[src/rtl/uart_tx_sched_pkg.sv]
// Shared types and default sizing for the UART transmit scheduler.
// The FSM state encoding lives here so that the RTL and any debug tooling use the same values.
package uart_tx_sched_pkg;

    typedef enum logic [1:0] {
        IDLE      = 2'd0,
        LOAD      = 2'd1,
        WAIT_LOW  = 2'd2,
        WAIT_HIGH = 2'd3
    } sched_state_e;

    localparam int NREQ_DEF    = 4;
    localparam int DATA_W_DEF  = 8;
    localparam int LOW_TMO_DEF = 4;

endpackage

[src/rtl/uart_tx_scheduler_rr_pick.sv]
// Rotate-priority selector: the search starts one past the last grant and wraps,
// so the requester that was just served has the lowest priority.
module rr_pick #(
    parameter int NREQ = 4
) (
    input  logic [NREQ-1:0]          req,
    input  logic [$clog2(NREQ)-1:0]  last,
    output logic [$clog2(NREQ)-1:0]  idx,
    output logic                     vld
);

    localparam int IDW = $clog2(NREQ);

    always_comb begin : sel
        int c;
        c   = 0;
        idx = '0;
        vld = 1'b0;
        for (int k = 1; k <= NREQ; k++) begin
            c = int'(last) + k;
            if (c >= NREQ) begin
                c = c - NREQ;
            end
            if (!vld && req[c]) begin
                vld = 1'b1;
                idx = IDW'(c);
            end
        end
    end

endmodule

[src/rtl/uart_tx_scheduler.sv]
// Shares one UART transmit engine among NREQ byte requesters, round robin,
// with only one byte in flight at a time, paced by the engine's TXRDY handshake.
module uart_tx_scheduler
    import uart_tx_sched_pkg::*;
#(
    parameter int NREQ    = NREQ_DEF,
    parameter int DATA_W  = DATA_W_DEF,
    parameter int LOW_TMO = LOW_TMO_DEF
) (
    input  logic                     clk,
    input  logic                     resetNew,
    input  logic [NREQ-1:0]          req,
    input  logic [NREQ*DATA_W-1:0]   data,
    input  logic                     txrdy,
    output logic                     write0,
    output logic [DATA_W-1:0]        tx_data,
    output logic [NREQ-1:0]          ack,
    output logic [$clog2(NREQ)-1:0]  grant_id,
    output logic                     busy,
    output logic                     err
);

    localparam int IDW = $clog2(NREQ);
    localparam int TW  = $clog2(LOW_TMO + 1);
    localparam logic [IDW-1:0] GRANT_RST = IDW'(NREQ - 1);
    localparam logic [TW-1:0]  TMO_LIMIT = TW'(LOW_TMO);

    sched_state_e      state_q, state_d;
    logic              write0_q, write0_d;
    logic [DATA_W-1:0] tx_data_q, tx_data_d;
    logic [NREQ-1:0]   ack_q, ack_d;
    logic [IDW-1:0]    grant_q, grant_d;
    logic              busy_q, busy_d;
    logic              err_q, err_d;
    logic [TW-1:0]     tmo_q, tmo_d;
    logic [TW-1:0]     tmo_inc;

    logic [IDW-1:0]    pick_idx;
    logic              pick_vld;

    rr_pick #(.NREQ(NREQ)) u_pick (
        .req  (req),
        .last (grant_q),
        .idx  (pick_idx),
        .vld  (pick_vld)
    );

    assign tmo_inc = tmo_q + 1'b1;

    // write0/ack are decided on the IDLE->LOAD transition so they are registered pulses in LOAD.
    always_comb begin
        state_d   = state_q;
        write0_d  = 1'b0;
        ack_d     = '0;
        tx_data_d = tx_data_q;
        grant_d   = grant_q;
        busy_d    = busy_q;
        err_d     = err_q;
        tmo_d     = tmo_q;
        case (state_q)
            IDLE: begin
                if (txrdy && pick_vld) begin
                    tx_data_d       = data[pick_idx*DATA_W +: DATA_W];
                    grant_d         = pick_idx;
                    write0_d        = 1'b1;
                    ack_d[pick_idx] = 1'b1;
                    busy_d          = 1'b1;
                    state_d         = LOAD;
                end
            end
            LOAD: begin
                tmo_d   = '0;
                state_d = WAIT_LOW;
            end
            WAIT_LOW: begin
                if (!txrdy) begin
                    state_d = WAIT_HIGH;
                end else begin
                    tmo_d = tmo_inc;
                    // Engine never acknowledged the load: the byte is dropped.
                    if (tmo_inc == TMO_LIMIT) begin
                        err_d   = 1'b1;
                        busy_d  = 1'b0;
                        state_d = IDLE;
                    end
                end
            end
            WAIT_HIGH: begin
                if (txrdy) begin
                    busy_d  = 1'b0;
                    state_d = IDLE;
                end
            end
            default: state_d = IDLE;
        endcase
    end

    always_ff @(posedge clk or posedge resetNew) begin
        if (resetNew) begin
            state_q   <= IDLE;
            write0_q  <= 1'b0;
            tx_data_q <= '0;
            ack_q     <= '0;
            grant_q   <= GRANT_RST;
            busy_q    <= 1'b0;
            err_q     <= 1'b0;
            tmo_q     <= '0;
        end else begin
            state_q   <= state_d;
            write0_q  <= write0_d;
            tx_data_q <= tx_data_d;
            ack_q     <= ack_d;
            grant_q   <= grant_d;
            busy_q    <= busy_d;
            err_q     <= err_d;
            tmo_q     <= tmo_d;
        end
    end

    assign write0   = write0_q;
    assign tx_data  = tx_data_q;
    assign ack      = ack_q;
    assign grant_id = grant_q;
    assign busy     = busy_q;
    assign err      = err_q;

endmodule

[config.mk]
export PLATFORM = sky130hd
export DESIGN_NAME = uart_tx_scheduler
export DESIGN_NICKNAME = d
export VERILOG_FILES = /design/src/rtl/uart_tx_sched_pkg.sv /design/src/rtl/uart_tx_scheduler_rr_pick.sv /design/src/rtl/uart_tx_scheduler.sv
export SDC_FILE = /design/constraint.sdc
export NUM_CORES = 1
export LEC_CHECK = 0
export ABC_AREA = 0
export BUFFER_PORTS_ARGS = -buffer_cell sky130_fd_sc_hd__buf_4
export CORE_ASPECT_RATIO = 0.5
export CORE_MARGIN = 2
export CORE_UTILIZATION = 35
export CTS_CLUSTER_SIZE = 25
export DETAILED_ROUTE_END_ITERATION = 6
export PLACE_DENSITY = 0.7
export SYNTH_ARGS = -nofsm -noshare
export SYNTH_HDL_FRONTEND = slang
export SYNTH_HIERARCHICAL = 1
export SYNTH_SLANG_ARGS = --single-unit
[constraint.sdc]
create_clock -name clk -period 2.8 [get_ports clk]
set_input_delay 0.56 -clock clk [delete_from_list [all_inputs] [get_ports clk]]
set_output_delay 0.56 -clock clk [all_outputs]
set_load 0.02 [all_outputs]
---- Word-level counts from Yosys, hierarchy flattened ----
Cells that the tools add are included.
storage, ports and cells
  bits of input ports ..................... 39
  word-level logic and storage cells ...... 95
  output and inout bits ................... 17
  register bits ........................... 22
cells by class
  order comparisons ....................... 10
  shifts and indexed selects .............. 1
  reduce and logical (&&, ||, !) cells .... 16
  mux-type cells .......................... 42
  equal/unequal tests ..................... 9
  $add $sub $neg .......................... 9
operator list
  operator                 count
  $ge A32 B4 Y1 const B    4
  $lt A32 B4 Y1 const B    4
  $mux W32                 4
  $sub A32 B4 Y32 const B  4
  $shiftx A32 B6 Y8        1
  $mux W1                  19
  $mux W2                  8
  $bmux W1 S2              4
  $mux W4                  2
  $ne A2 B2 Y1 const B     4
  $pmux W2 S4              1
  $add A2 B2 Y3 const B    2
  $pmux W3 S2              1
  $reduce_and A3 Y1        2
  $logic_and A1 B1 Y1      5
  $reduce_and A5 Y1        1
  $add A2 B3 Y4 const B    1
  $eq A2 B2 Y1 const B     2
  $reduce_and A2 Y1        2
  $add A2 B1 Y3 const B    1
  $add A3 B1 Y3 const B    1
  $eq A3 B3 Y1 const B     1
  $logic_not A1 Y1         3
  $lt A2 B3 Y1 const B     1
  9 further kinds          9

---- Logic depth before layout (Yosys ltp) ----
  depth in word-level cells ............... 22
  mapped depth ............................ 7
  mapped depth without buffers ............ 5

---- Hierarchy ----
Netlist, hierarchy kept.
by module, submodules not included
  module             cells an instance  area an instance (sq um)  instances  sequential area each (sq um)
  uart_tx_scheduler  82                 1177.4                    1          553.0
  rr_pick            14                 91.3                      1          0.0

---- Worst setup path before layout ----
Ideal clock, no wire load.
  path kind ............................... register -> register
  start point ............................. register grant_q[1], in the netlist grant_id[1]
  end point ............................... register tx_data_q[1], in the netlist tx_data[1]
  data arrival time ....................... 1978 ps
  period minus slack after synthesis ...... 2103 ps
  path buffers ............................ 1
  setup time .............................. 125 ps
  slack ................................... 697 ps
  required time ........................... 2675 ps
  cell stages (with the launch flop) ...... 7
  cell sequence ........................... dfstp_2 nand2b_1 a21oi_2 o221ai_2 buf_6 mux4_2 mux2_4
between the ends
  elaborated cells between the ends (all ways) .. 45
  those cells by class .................... 8 x add/sub; 4 x order compare; 1 x shift; 24 x mux; 8 x reduce/logical
RTL lines
  item                                                     RTL line                                                          text
  start, declared                                          uart_tx_scheduler.sv:32                                           logic [IDW-1:0] grant_q, grant_d;
  start signal, assigned                                   uart_tx_scheduler.sv:113                                          grant_q <= grant_d;
  $add A2 B1 Y3                                            uart_tx_scheduler_rr_pick.sv:20                                   c = int'(last) + k;
  $sub A32 B4 Y32 / $ge A32 B4 Y1 (equally long branches)  uart_tx_scheduler_rr_pick.sv:22, uart_tx_scheduler_rr_pick.sv:21
  $mux W32                                                 uart_tx_scheduler_rr_pick.sv:21                                   if (c >= NREQ) begin
  $bmux W1 S2                                              uart_tx_scheduler_rr_pick.sv:24                                   if (!vld && req[c]) begin
  $mux W1 (implied by the code) (2 in series)              uart_tx_scheduler_rr_pick.sv:24
  $mux W1                                                  uart_tx_scheduler_rr_pick.sv:24
  $logic_not A1 Y1                                         uart_tx_scheduler_rr_pick.sv:24
  $logic_and A1 B1 Y1                                      uart_tx_scheduler_rr_pick.sv:24
  $mux W1                                                  uart_tx_scheduler_rr_pick.sv:24
  $logic_not A1 Y1                                         uart_tx_scheduler_rr_pick.sv:24
  $logic_and A1 B1 Y1                                      uart_tx_scheduler_rr_pick.sv:24
  $mux W1                                                  uart_tx_scheduler_rr_pick.sv:24
  $logic_not A1 Y1                                         uart_tx_scheduler_rr_pick.sv:24
  $logic_and A1 B1 Y1                                      uart_tx_scheduler_rr_pick.sv:24
  $mux W2 (*)                                              uart_tx_scheduler_rr_pick.sv:24
  via pick_idx[0]                                          uart_tx_scheduler.sv:38                                           logic [IDW-1:0] pick_idx;
  $shiftx A32 B6 Y8 (*)                                    uart_tx_scheduler.sv:63                                           tx_data_d = data[pick_idx*DATA_W +: DATA_W];
  end signal, assigned                                     uart_tx_scheduler.sv:111                                          tx_data_q <= tx_data_d;
  end, declared                                            uart_tx_scheduler.sv:30                                           logic [DATA_W-1:0] tx_data_q, tx_data_d;
The timed path passes the listed nets; every way through them passes the cells marked *. The select of a mux whose other input is x is not followed.
A chain may end at the register's enable or synchronous reset.

---- Worst setup path after layout ----
Same ends and word-level chain as after synthesis.

==> metrics.csv <==
stage;metric;value;unit
run_status;status;completed;
sta;timing_worst_slew_pin_value;0.816;ns
sta;skew;0.00536;ns
clock_network;root_buffer;clkbuf_8;
routing;vias;936;
yosys;fraction_of_registers_with_async_set_or_reset_after_synthesis;100;%
worst_setup_path;worst_path_largest_cell_delay;0.60;ns
power_and_ir_drop;leakage;0.880;nW
worst_setup_path;critPathKind;register to register;
global_routing;grt_remaining_overflow;0;
clock_network;clk_pin_slew;0.08;ns
floorplan;placementRows;15;
floorplan;initial_core_util;36.7;%
yosys;largest_cells_by_area_after_synthesis;dfrtp_1 39%, mux4_2 11%, mux2_4 8.3%;
yosys;synth-seq-area-share;43.6;%
global_routing;grt_met1_usage;18.5;%
worst_setup_path;timing.critical_path.cells;nand2b_1 > a21oi_2 > o221ai_2 > buf_4 > mux4_2 > mux2_4;
sta;drv_slew;0;
power_and_ir_drop;power_density;910;mW/mm^2
clock_network;cts.sink_count;22;
global_routing;grt_start_max_net_pins;23;
clock_network;clock_tree.buffer_depth;2;
run;drv_cap;0;
global_routing;grt_util_all_layers;14.5;%
power_and_ir_drop;vdd.ir_drop.worst;0.261;mV
yosys;yosys.area.top_type;dfrtp_1;
placement;pre_cts_ws;0.391;ns
clock_network;cts_hold_buf;0;
sta;grt_setup_unrepaired;false;
worst_setup_path;critPathMaxFanout;9;
global_routing;gr-usage-met2;25.2;%
yosys;synthCells;96;
floorplan;placeable_core_region;0.00345;mm^2
sta;maxClockFrequency;451;MHz
routing;via_per_inst;4.61;
floorplan;boundaryPins;56;
yosys;yosys_register_bits;22;
routing;drt-total-wl;2.76;mm
cells_and_area;most-common-layout-cells;58 x buf_4, 20 x dfrtp_1, 7 x nand2_1, 7 x inv_1, 7 x mux2_4;
yosys;synth_area_per_cell;13.2;um^2
clock_network;tritoncts;built;
sta;hold_viol_final;0;
clock_network;clk_latency;0.26;ns
sta;setup-violations-final;0;
placement;io_buffers;55;
worst_setup_path;worstSetupStartpointType;register;
routing;drc;0;
cells_and_area;layoutNonFillerInstCount;203;
clock_network;cts_repair_resize_count;0;
routing;drt_iter0_drc;40;
sta;maxSlewHeadroom;45.5;%
global_routing;busiest_layer;met2;
sta;final.period_utilization;79.1;%
global_routing;gr-usage-met3;3.23;%
routing;final_antenna_net_count;0;
placement;post-place-cells;199;
cells_and_area;antenna_cells;0;
floorplan;fp.dieH;46.6;um
global_routing;number_of_antenna_violations_at_the_first_check_in_global_routing;0;
global_routing;wire_length_of_the_first_global_routing_pass;4.44;mm
worst_setup_path;type_of_destination_of_the_critical_path;register;
cells_and_area;layout_commonest_cell;buf_4;
sta;post-route-min-period;2.22;ns
yosys;yosysTopAreaCellShare;39.4;%
yosys;netlist-cell-type-count;35;
placement;gp_routability_congestion;0.712;
sta;fin_worst_hold_slack;0.448;ns
sta;layout_setup_ws;0.584;ns
yosys;synth_area;0.00127;mm^2
cells_and_area;final_net_count;194;
global_routing;first_global_vias;939;
clock_network;htree_levels;1;
yosys;syn-num-nets;137;
routing;first_pass_iters;4;
floorplan;floorplan.die_area;0.00415;mm^2
cells_and_area;drive_above_1_share;55.3;%
yosys;synth-edff-count;0;
worst_setup_path;critPathSlowestCell;dfstp_2;
worst_setup_path;worstPathArrival;2.37;ns
clock_network;cts-buffers-inserted;3;
worst_hold_path;hold_class;input pin to asynchronous set/reset pin;
cells_and_area;area_delta_synth_final;40.4;%
yosys;ys_dominant_reg_cell;dfrtp_1;
floorplan;chipWidth;89.1;um
sta;setup-tns-final;0;ns
clock_network;cts.repair_timing.setup_buffer_count;0;
yosys;yosys_warnings;6;
routing;routed_wire_length_per_instance;13.6;um
cells_and_area;final_util;51.6;%
worst_setup_path;worstPathRequired;2.96;ns
placement;placed_wire_length_estimate_after_detailed_placement;2.18;mm
==> cell type report <==
type / count / area [um^2]
Clock buffer: 3 / 41.3
Clock inverter: 1 / 30.0
Fill cell: 317 / 1670
Inverter: 7 / 26.3
Multi-Input combinational cell: 61 / 632
Sequential cell: 22 / 553
Tap cell: 51 / 63.8
Timing Repair Buffer: 58 / 435
==> through the flow <==
step / instance area [um^2] / power (W)
floorplan: 1270 / 0.00110
global placement: 1710 / 0.00132
detailed placement: 1710 / 0.00134
CTS: 1780 / 0.00164
global route: 1780 / 0.00173
finish: 1780 / 0.00162
==> sequential cells by signal, summed over array words and instances, names as in the netlist <==
register	flops
busy	1
write0	1
tx_data	8
grant_id	2
ack	4
err	1
tmo_q	3
state_q	2
==> routing by layer <==
metal  vias to the layer above  part of all wire [%]
met5                         -                     0
met4                         0                   1.1
met3                         4                   2.0
met2                         9                    55
met1                       462                    42
li1                        461                     -
==> final timing paths <==
path	from	end	slack [ns]	cells past startpoint
setup / recovery	grant_id[1]	tx_data[1]	0.58	6
hold / removal	resetNew	tx_data[1]	0.45	2
setup reg to reg	grant_id[1]	tx_data[1]	0.58	6
hold reg to reg	err	err	0.47	2
max in group asynchronous	resetNew	ack[2]	1.84	2
min in group clk	err	err	0.47	2
==> synthesized netlist by cell type, types with 2 or more instances <==
cell type  instances
dfstp_2            2
inv_1              7
mux2_4             7
buf_6              3
dfrtp_1           20
ha_1               2
o21ai_0            4
a21o_1             2
nand2_1            7
mux4_1             2
nand2b_1           4
a22o_1             2
mux2_2             2
a21oi_1            4
nor2_1             3
mux4_2             6
==> logic make-up (layout without fill, tap and decap cells) <==
logic type / count (synthesis) / after routing / synth area share [%]
xor gates and xnor gates: 1 / 1 / 0.690
adders and majority gates: 2 / 2 / 1.97
DFF: 22 / 22 / 43.6
buffers and inverters: 13 / 69 / 6.61
AOI/OAI and AO/OA: 19 / 19 / 10.8
muxes: 18 / 18 / 25.6
and+or+nand+nor: 21 / 21 / 10.7
==> where the power goes <==
part	internal [W]	leakage, nW	switching, W
sequential	0.000443	0.267	0.000123
clock	0.000191	0.0357	0.000106
combinational	0.000431	0.578	0.000328
==> critical path, delay by kind of cell, from the launching register on <==
family	cells	cell delay, ns
AOI/OAI and AO/OA	2	0.34
DFF	1	0.60
and+or+nand+nor	1	0.14
muxes	2	0.77
buffers and inverters	1	0.26
No activity file was read; power rests on OpenSTA's default activity.
